File: config.mk
export PLATFORM = sky130hd
export DESIGN_NAME = serial_subtractor8
export DESIGN_NICKNAME = d
export VERILOG_FILES = /design/src/rtl/serial_subtractor8.sv
export SDC_FILE = /design/constraint.sdc
export NUM_CORES = 1
export LEC_CHECK = 0
export CAP_MARGIN = 20
export CORE_MARGIN = 1.5
export CORE_UTILIZATION = 25
export CTS_BUF_LIST = sky130_fd_sc_hd__clkbuf_8 sky130_fd_sc_hd__clkbuf_16
export DETAILED_ROUTE_END_ITERATION = 8
export SLEW_MARGIN = 20
export SYNTH_ARGS = -nofsm -noshare
export SYNTH_HDL_FRONTEND = slang
export SYNTH_SLANG_ARGS = --single-unit
export TNS_END_PERCENT = 1
File: constraint.sdc
create_clock -name clk -period 1.4 [get_ports clk]
set_input_delay 0.14 -clock clk [delete_from_list [all_inputs] [get_ports clk]]
set_output_delay 0.14 -clock clk [all_outputs]
set_load 0.02 [all_outputs]
File: src/rtl/serial_subtractor8.sv
// Bit-serial 8-bit subtractor: d = a - b - bin over eight LSB-first cycles.
// d and bout are updated only when a result completes and hold until the next one.
//
// state | meaning
// IDLE  | waiting for start; d/bout hold the last result
// RUN   | one bit per cycle, cnt 0..7
// DONE  | d/bout just became valid; done pulses; start here chains a new operation

module serial_subtractor8 (
    input  logic       clk,
    input  logic       rst,
    input  logic       start,
    input  logic [7:0] a,
    input  logic [7:0] b,
    input  logic       bin,
    output logic [7:0] d,
    output logic       bout,
    output logic       busy,
    output logic       done
);

    typedef enum logic [1:0] {IDLE, RUN, DONE} state_t;

    state_t     state, state_nxt;
    logic [7:0] sh_a, sh_b, res;
    logic       br;
    logic [2:0] cnt;
    logic       accept;
    logic       bit_diff;
    logic       br_nxt;

    assign accept   = start && ((state == IDLE) || (state == DONE));
    assign bit_diff = sh_a[0] ^ sh_b[0] ^ br;
    assign br_nxt   = (~sh_a[0] & sh_b[0]) | (~(sh_a[0] ^ sh_b[0]) & br);

    always_ff @(posedge clk or posedge rst) begin
        if (rst) begin
            state <= IDLE;
        end else begin
            state <= state_nxt;
        end
    end

    always_comb begin
        state_nxt = state;
        case (state)
            IDLE:    if (start) state_nxt = RUN;
            RUN:     if (cnt == 3'd7) state_nxt = DONE;
            DONE:    state_nxt = start ? RUN : IDLE;
            default: state_nxt = IDLE;
        endcase
    end

    always_comb begin
        busy = 1'b0;
        done = 1'b0;
        case (state)
            RUN:     busy = 1'b1;
            DONE:    done = 1'b1;
            default: ;
        endcase
    end

    // res is a private accumulator so d never shows a partially built difference
    always_ff @(posedge clk or posedge rst) begin
        if (rst) begin
            sh_a <= 8'h00;
            sh_b <= 8'h00;
            res  <= 8'h00;
            br   <= 1'b0;
            cnt  <= 3'd0;
            d    <= 8'h00;
            bout <= 1'b0;
        end else if (accept) begin
            sh_a <= a;
            sh_b <= b;
            br   <= bin;
            res  <= 8'h00;
            cnt  <= 3'd0;
        end else if (state == RUN) begin
            sh_a <= {1'b0, sh_a[7:1]};
            sh_b <= {1'b0, sh_b[7:1]};
            res  <= {bit_diff, res[7:1]};
            br   <= br_nxt;
            cnt  <= cnt + 3'd1;
            if (cnt == 3'd7) begin
                d    <= {bit_diff, res[7:1]};
                bout <= br_nxt;
            end
        end
    end

endmodule

==> flow_summary.json, run 1 <==
{
  "outcome": "finished with violations",
  "violations": "setup timing",
  "grt_use_total": 0.102,
  "pin_count": 31,
  "globalplace.congestion": 0.777,
  "critical_path_class": "flop to flop",
  "synth_cells": 155,
  "startpoint_type": "flop",
  "path_delay_family": "flip-flops",
  "tns_ns": -0.00222,
  "tightest_slew_ns": 0.296,
  "final_cell_mix": "dfrtp_1, clkdlybuf4s50_1, buf_4",
  "start_util": 0.257,
  "finalClockSkew_ns": 0.0105,
  "cpPeakStageDelay_ns": 0.41,
  "syn_area_per_cell_um2": 12.0,
  "tritoncts": "done",
  "finalHoldViolCount": 0,
  "dp.cells": 285,
  "htreeDepth": 2,
  "fp-row-count": 31,
  "power_density_mw_per_mm2": 2080,
  "dieWidth_um": 89.1,
  "finalNonFillerCells": 294,
  "slew_headroom": 0.802,
  "ys.flop_type": "dfrtp_1",
  "insertedDiodeCount": 0,
  "first_global_vias": 1269,
  "grt_first_pass_wirelength_mm": 6.04,
  "die-area_mm2": 0.00794,
  "core_mm2": 0.00721,
  "drive_gt1_frac": 0.246,
  "power_leakage_nw": 1.06,
  "clkLatencyLatePin_ns": 0.29,
  "final-setup-viol-count": 1,
  "clock.fmax_mhz": 713,
  "fin_hold_ws_ns": 0.196,
  "vias_per_cell": 4.37,
  "synthArstFlopShare": 1.00,
  "drc": 0,
  "slowest_stage": "dfrtp_1",
  "finalCritPeriodShare": 1.00,
  "ys_types": 27,
  "ant_nets": 0,
  "crit_path_cell_trace": "ha_2 -> ha_4 -> nand3b_4 -> mux2_2",
  "antenna_found_initial": 0,
  "clk_pin_slew_ns": 0.07,
  "syn_nets": 178,
  "drt_iter0_markers": 70,
  "final.setup.worst_slack_ns": -0.00222,
  "final_common_cell": "dfrtp_1",
  "io_buffers": 30,
  "power_w": 0.00501,
  "ir_worst_vdd_v": 0.000733,
  "num_vias": 1284,
  "report.final.slew_viol_count": 0,
  "clk_path_buf_depth": 2,
  "synth_area_mm2": 0.00185,
  "routedWlPerCell_um": 12.7,
  "drt_first_pass_iters": 3,
  "dp_hpwl_mm": 2.57,
  "synth_seq_cells": 38,
  "crit_arrival_ns": 1.58,
  "cts_buffers": 5,
  "post-route-min-period_ns": 1.40,
  "grt_max_degree": 39,
  "nFillCells": 744,
  "synth-edff-count": 0,
  "end_kind": "flop",
  "rsz0062_at_grt": "true",
  "crit_required_ns": 1.58,
  "drv_cap": 0,
  "die_h_um": 89.1,
  "dpl_worst_slack_ns": -0.100,
  "wirelength_mm": 3.72,
  "crit_buf_inv": 0,
  "grt.overflow.total": 0,
  "cts_root_buf": "clkbuf_8",
  "area_growth_syn_to_layout_pct": 29.8,
  "path_max_fanout": 10,
  "cts_hold_buf": 0,
  "hp-class": "primary input to async pin",
  "ys_warn_count": 0,
  "clock-sinks": 38,
  "ys_seq_area_frac": 0.513,
  "final_nets": 217
}
==> synthesized netlist by cell type (2+ instances only) <==
| cell type | instances | area share |
|---|---|---|
| dfrtp_1 | 38 | 0.51 |
| nor3_1 | 7 | 0.019 |
| nand2_1 | 5 | 0.010 |
| mux2_2 | 8 | 0.049 |
| nor2b_1 | 9 | 0.030 |
| nor2_1 | 9 | 0.018 |
| mux2i_1 | 7 | 0.038 |
| o22ai_1 | 7 | 0.024 |
| a211oi_1 | 7 | 0.028 |
| o21ai_0 | 6 | 0.016 |
| nand2b_1 | 5 | 0.017 |
| a22o_1 | 8 | 0.038 |
| a21oi_1 | 7 | 0.019 |
| mux2_4 | 7 | 0.057 |
| ha_1 | 2 | 0.013 |
| buf_4 | 2 | 0.0081 |
| buf_6 | 4 | 0.024 |
| inv_1 | 4 | 0.0081 |
| buf_2 | 5 | 0.013 |
==> where the power goes <==
part	switching [W]	leakage, nW	internal (W)
Combinational	0.00106	0.547	0.00118
Sequential	0.000355	0.463	0.00162
Clock	0.000393	0.0524	0.000390
Total	0.00181	1.06	0.00319
==> registers in the layout (all words and copies together) (netlist names) <==
register / flops
cnt: 3
sh_b: 8
d: 8
sh_a: 8
br: 1
res: 7
bout: 1
state: 2
==> metal layers <==
| metal | share of wire | up-vias | GRT usage |
|---|---|---|---|
| met2 | 0.45 | 23 | 0.150 |
| li1 | - | 627 | - |
| met1 | 0.50 | 632 | 0.139 |
| met3 | 0.044 | 2 | 0.0406 |
| met5 | 0 | - | 0 |
| met4 | 0.0056 | 0 | 0.0308 |
==> area by class of cell <==
cell class                      count  area [um^2]  share of cell area
Clock inverter                      2         8.76             0.00364
Clock buffer                        6         82.6              0.0343
Timing Repair Buffer               44          410               0.170
Tap cell                           99          124              0.0515
Multi-Input combinational cell    100          806               0.335
Sequential cell                    38          952               0.396
Inverter                            5         23.8             0.00988
==> repair_timing <==
item,in CTS,in global routing
endpoints found under the setup margin,20,15
pin swaps,0,1
gates cloned,0,0
setup buffers,0,1
gates resized for setup,14,6
endpoints found under the hold margin,0,0
==> cell families after synthesis <==
kind of cell | count (synthesis) | share of synthesized area
AOI/OAI and AO/OA | 36 | 0.130
xor gates and xnor gates | 1 | 0.00472
adders and majority gates | 3 | 0.0243
buffers and inverters | 17 | 0.0668
DFF | 38 | 0.513
muxes | 22 | 0.143
and+or+nand+nor | 38 | 0.119
==> worst min-delay path: stages <==
cell,delay [ns]
clkdlybuf4s50_1,0.39
inv_1,0.09
buf_12,0.23
==> final timing paths <==
check / startpoint / endpoint / slack [ns] / depth (start not counted)
hold reg to reg: bout / bout / 0.48 / 2
max in group asynchronous: rst / state[0] / 0.99 / 3
setup reg to reg: cnt[0] / d[6] / -0.002 / 4
min in group clk: b[7] / sh_b[7] / 0.45 / 2
setup / recovery: cnt[0] / d[6] / -0.002 / 4
hold / removal: rst / bout / 0.20 / 3
==> through the flow <==
step / area, um^2 / utilization
4_1_cts: 2390 / 0.331
3_3_place_gp: 2290 / 0.318
6_report: 2410 / 0.334
3_5_place_dp: 2290 / 0.318
2_1_floorplan: 1860 / -
5_1_grt: 2410 / 0.334
No activity file was read; power rests on OpenSTA's default activity.
==> inputs of run 2 (changes only) <==
--- a/config.mk
+++ b/config.mk
@@ -10,6 +10,7 @@
 export CORE_UTILIZATION = 25
 export CTS_BUF_LIST = sky130_fd_sc_hd__clkbuf_8 sky130_fd_sc_hd__clkbuf_16
 export DETAILED_ROUTE_END_ITERATION = 8
+export RECOVER_POWER = 25
 export SLEW_MARGIN = 20
 export SYNTH_ARGS = -nofsm -noshare
 export SYNTH_HDL_FRONTEND = slang
==> constraint.sdc (replaced) <==
create_clock -name clk -period 1.3 [get_ports clk]
set_input_delay 0.13 -clock clk [delete_from_list [all_inputs] [get_ports clk]]
set_output_delay 0.13 -clock clk [all_outputs]
set_load 0.02 [all_outputs]
==> run 2 against run 1 <==
Compared with the run above: the flow still finishes with violations (setup timing); critical path depth unchanged; core utilization up 0.85 points; non-clock buffer count up 3; via count up 0.55%; total power up 14%; combinational power up 15%; maximum frequency up 4.5%; final area up 2.5%; die area unchanged; highest routed layer unchanged; largest power group unchanged; clock power up 25%.
==> flow_summary.json, run 2 (same netlist as run 1, synthesis figures left out) <==
{
  "outcome": "finished with violations",
  "violations": "setup timing",
  "clock.fmax_mhz": 745,
  "finalCritPeriodShare": 1.03,
  "cts_hold_buf": 0,
  "critical_path_class": "flop to flop",
  "power_leakage_nw": 1.09,
  "clkLatencyLatePin_ns": 0.29,
  "globalplace.congestion": 0.741,
  "drive_gt1_frac": 0.266,
  "finalHoldViolCount": 0,
  "slew_headroom": 0.363,
  "htreeDepth": 2,
  "drt_iter0_markers": 54,
  "routedWlPerCell_um": 12.8,
  "tritoncts": "done",
  "end_kind": "flop",
  "path_max_fanout": 5,
  "final.setup.worst_slack_ns": -0.0422,
  "reg_top3": "d (8), sh_a (8), sh_b (8)",
  "wirelength_mm": 3.80,
  "report.final.slew_viol_count": 0,
  "crit_start": "cnt[0]",
  "dp_hpwl_mm": 2.67,
  "drc": 0,
  "grt_use_total": 0.103,
  "dieWidth_um": 89.1,
  "tightest_slew_ns": 0.956,
  "start_util": 0.257,
  "final_common_cell": "dfrtp_1",
  "clk_path_buf_depth": 2,
  "grt.overflow.total": 0,
  "drt_first_pass_iters": 4,
  "rsz0062_at_grt": "true",
  "drv_cap": 0,
  "dpl-instance-area_mm2": 0.00232,
  "final_cell_mix": "dfrtp_1, clkdlybuf4s50_1, buf_4",
  "power_density_mw_per_mm2": 2300,
  "crit_required_ns": 1.47,
  "ant_nets": 0,
  "startpoint_type": "flop",
  "antenna_found_initial": 0,
  "vias_per_cell": 4.33,
  "pin_count": 31,
  "utilization": 0.342,
  "final-setup-viol-count": 8,
  "area_growth_syn_to_layout_pct": 33.1,
  "cts_root_buf": "clkbuf_8",
  "cts_buffers": 5,
  "clock-sinks": 38,
  "tns_ns": -0.295,
  "crit_arrival_ns": 1.51,
  "post-route-min-period_ns": 1.34,
  "insertedDiodeCount": 0,
  "io_buffers": 30,
  "fp-row-count": 31,
  "ir_worst_vdd_v": 0.000599,
  "fin_area_mm2": 0.00247,
  "core_mm2": 0.00721,
  "hp-class": "primary input to async pin",
  "die_h_um": 89.1,
  "reg2reg_depth": 4,
  "clk_pin_slew_ns": 0.08,
  "grt_first_pass_wirelength_mm": 6.11,
  "nFillCells": 736,
  "grt_max_degree": 39,
  "finalClockSkew_ns": 0.0107,
  "num_vias": 1291,
  "final_nets": 221,
  "first_global_vias": 1234,
  "die-area_mm2": 0.00794,
  "reg2reg_from": "cnt[0]"
}
## run 2: cell types whose count changed in the layout (fill, tap and decap cells not counted), sizes merged
cell,previous run,this run
buf,14,17
bufinv,0,1
clkdlybuf4s15,1,0
clkinv,1,2
dlygate4sd2,7,8
dlymetal6s2s,2,1
inv,6,5
nand3b,1,2
## run 2: worst paths after layout
| path | slack, ns | endpoint |
|---|---|---|
| max in group asynchronous | 0.20 | state[0] |
| min in group clk | 0.45 | sh_a[7] |
| hold / removal | 0.45 | sh_a[0] |
| hold reg to reg | 0.49 | bout |
| setup reg to reg | -0.04 | d[7] |
| setup / recovery | -0.04 | d[7] |
## run 2: timing repair
item                       CTS  global route
pin swaps                    0             2
setup endpoints to repair   21            21
cloned                       0             1
setup buffers                1             1
gates resized for setup     17            11
## run 2: area by class of cell
cell class | instances | area [um^2] | area share
inverter | 5 | 23.8 | 0.00963
clock buffer | 5 | 68.8 | 0.0279
sequential | 38 | 952 | 0.386
timing repair buffer | 47 | 427 | 0.173
multi-input combinational | 101 | 833 | 0.338
tap | 99 | 124 | 0.0502
clock inverter | 3 | 40.0 | 0.0162
## run 2: critical path, cell delays in order, from the launching register on
cell and delay [ns]:
dfrtp_1 0.39, ha_2 0.20, ha_4 0.18, nand3b_4 0.13
mux2_4 0.31
## run 2: report_power, final
group	internal, W	total, W	leakage [nW]	switching (W)
Clock	0.000565	0.000979	0.0579	0.000414
Combinational	0.00138	0.00258	0.574	0.00120
Sequential	0.00175	0.00212	0.463	0.000378
## run 2: per-layer routing
layer | vias up | GRT usage | share of wire
met5 | - | 0 | 0
met4 | 0 | 0.0336 | 0.0066
met3 | 4 | 0.0305 | 0.044
met2 | 25 | 0.162 | 0.47
met1 | 623 | 0.135 | 0.48
li1 | 639 | - | -
## run 2: per-stage QoR
stage / cells / total power [W] / hold WS (ns) / worst slack, ns
6_report: 298 / 0.00568 / 0.448 / -0.0422
2_1_floorplan: 155 / 0.00393 / 0.270 / -0.0578
5_1_grt: 298 / 0.00614 / 0.455 / -0.0822
3_5_place_dp: 287 / 0.00474 / 0.475 / -0.0919
3_3_place_gp: 287 / 0.00464 / 0.467 / -0.0585
4_1_cts: 296 / 0.00567 / 0.206 / -0.114
==> inputs of run 3 (changes only) <==
--- a/config.mk
+++ b/config.mk
@@ -10,6 +10,8 @@
 export CORE_UTILIZATION = 25
 export CTS_BUF_LIST = sky130_fd_sc_hd__clkbuf_8 sky130_fd_sc_hd__clkbuf_16
 export DETAILED_ROUTE_END_ITERATION = 8
+export GPL_ROUTABILITY_DRIVEN = 0
+export PLACE_DENSITY_LB_ADDON = 0.08
 export RECOVER_POWER = 25
 export SLEW_MARGIN = 20
 export SYNTH_ARGS = -nofsm -noshare
==> run 3 against run 2 <==
Compared with the run above: non-clock buffer count increased by 3; worst hold slack got worse by 0.033 ns; sequential power about the same; count of clock-buffer cells in the layout unchanged; largest cell class unchanged; register-to-register slack barely moved; largest power group unchanged; core utilization fell by 0.52 points; via count is 4.1% higher; the run still ends with setup timing left.
==> flow_summary.json, run 3 (same netlist as run 1, synthesis figures left out) <==
{
  "outcome": "finished with violations",
  "violations": "setup timing",
  "wirelength_mm": 4.06,
  "antenna_found_initial": 0,
  "power_leakage_nw": 1.08,
  "switchingPower_w": 0.00199,
  "comb_power_share": 0.474,
  "report.final.slew_viol_count": 0,
  "drive_gt1_frac": 0.269,
  "tns_ns": -0.179,
  "final_common_cell": "dfrtp_1",
  "core_mm2": 0.00721,
  "grt.overflow.total": 0,
  "area_growth_syn_to_layout_pct": 31.1,
  "post-route-min-period_ns": 1.33,
  "finalHoldViolCount": 0,
  "critical_path_class": "flop to flop",
  "clock.fmax_mhz": 751,
  "final_cell_mix": "dfrtp_1, clkdlybuf4s50_1, buf_4",
  "dieWidth_um": 89.1,
  "vias_per_cell": 4.48,
  "ant_nets": 0,
  "dpl-instance-area_mm2": 0.00235,
  "multiInputGateArea_um2": 830,
  "final_nets": 224,
  "clk_pin_slew_ns": 0.07,
  "slew_headroom": 0.399,
  "p_int_w": 0.00346,
  "grt_use_total": 0.116,
  "drv_cap": 0,
  "fin_area_mm2": 0.00243,
  "tritoncts": "done",
  "seq_area_um2": 951,
  "clock-sinks": 38,
  "pin_count": 31,
  "cts_hold_buf": 0,
  "drt_first_pass_iters": 3,
  "num_vias": 1344,
  "start_util": 0.257,
  "first_global_vias": 1423,
  "final.setup.worst_slack_ns": -0.0322,
  "die-area_mm2": 0.00794,
  "p_clk_frac": 0.139,
  "nFillCells": 748,
  "switching_share": 0.365,
  "finalClockSkew_ns": 0.00676,
  "grt_first_pass_wirelength_mm": 6.78,
  "end_kind": "flop",
  "path_max_fanout": 5,
  "cts_buffers": 5,
  "hp-class": "primary input to async pin",
  "drt_iter0_markers": 56,
  "clkLatencyLatePin_ns": 0.29,
  "grt_max_degree": 39,
  "crit_arrival_ns": 1.51,
  "clk_path_buf_depth": 2,
  "htreeDepth": 2,
  "reg_top3": "d (8), sh_a (8), sh_b (8)",
  "dp_hpwl_mm": 2.76,
  "startpoint_type": "flop",
  "power_frac_seq": 0.387,
  "routedWlPerCell_um": 13.5,
  "finalCritPeriodShare": 1.02,
  "final-setup-viol-count": 8,
  "rsz0062_at_grt": "true",
  "crit_required_ns": 1.47,
  "power_density_mw_per_mm2": 2240,
  "drc": 0,
  "io_buffers": 30,
  "fin_hold_ws_ns": 0.416,
  "insertedDiodeCount": 0,
  "cts_root_buf": "clkbuf_8",
  "fp-row-count": 31,
  "die_h_um": 89.1,
  "tightest_slew_ns": 0.902,
  "ir_worst_vdd_v": 0.000530
}
## run 3: changes by cell type in the layout (fill, tap and decap cells not counted), moves of 2 or more
cell      before  now
buf_6          5    0
buf_4         11   19
inv_2          0    2
clkinv_2       2    0
## run 3: worst paths after layout
| kind | startpoint | to | slack [ns] | cells after the start |
|---|---|---|---|---|
| min in group clk | bin | br | 0.44 | 3 |
| max in group asynchronous | rst | d[0] | 0.32 | 3 |
| hold / removal | rst | sh_a[6] | 0.42 | 3 |
| setup / recovery | cnt[1] | d[1] | -0.03 | 4 |
| hold reg to reg | bout | bout | 0.50 | 2 |
| setup reg to reg | cnt[1] | d[1] | -0.03 | 4 |
## run 3: critical path, stage by stage (launching register included)
cell and delay [ns]:
dfrtp_1 0.38, ha_2 0.20, ha_4 0.18, nand3b_4 0.14, mux2_4 0.31
## run 3: cell type report
cell class	instances	share of cell area
clock inverters	2	0.00309
inverters	5	0.00978
well taps	99	0.0510
multi-input cells	101	0.341
flip-flops and latches	38	0.391
repair buffers	50	0.176
clock buffers	5	0.0283
## run 3: stage by stage
step	util	worst slack (ns)	instances	total power (W)
final	0.337	-0.0322	300	0.00544
after global routing	0.337	-0.0761	300	0.00594
after CTS	0.334	-0.113	298	0.00544
after detailed placement	0.326	-0.156	291	0.00476
after global placement	0.326	-0.140	291	0.00472
after floorplan	-	-0.0578	155	0.00393
## run 3: what timing repair did
| item | CTS | global route |
|---|---|---|
| setup endpoints to repair | 28 | 21 |
| gates resized for setup | 16 | 8 |
| pin swaps | 1 | 2 |
| cloned | 0 | 1 |
| buffers inserted | 0 | 1 |
## run 3: power groups by stage
stage / clock network, W / logic [W] / registers, W
after floorplan: 0 / 0.00170 / 0.00223
after global placement: 0 / 0.00259 / 0.00213
after detailed placement: 0 / 0.00262 / 0.00214
after CTS: 0.000804 / 0.00252 / 0.00211
after global routing: 0.000856 / 0.00289 / 0.00219
final: 0.000755 / 0.00258 / 0.00211
## run 3: routing by layer
layer | vias up | global-route usage | wire length, um
met4 | 0 | 0.0545 | 84
met1 | 670 | 0.143 | 1920
li1 | 644 | - | -
met2 | 22 | 0.187 | 1920
met3 | 8 | 0.0314 | 132
met5 | - | 0 | 0
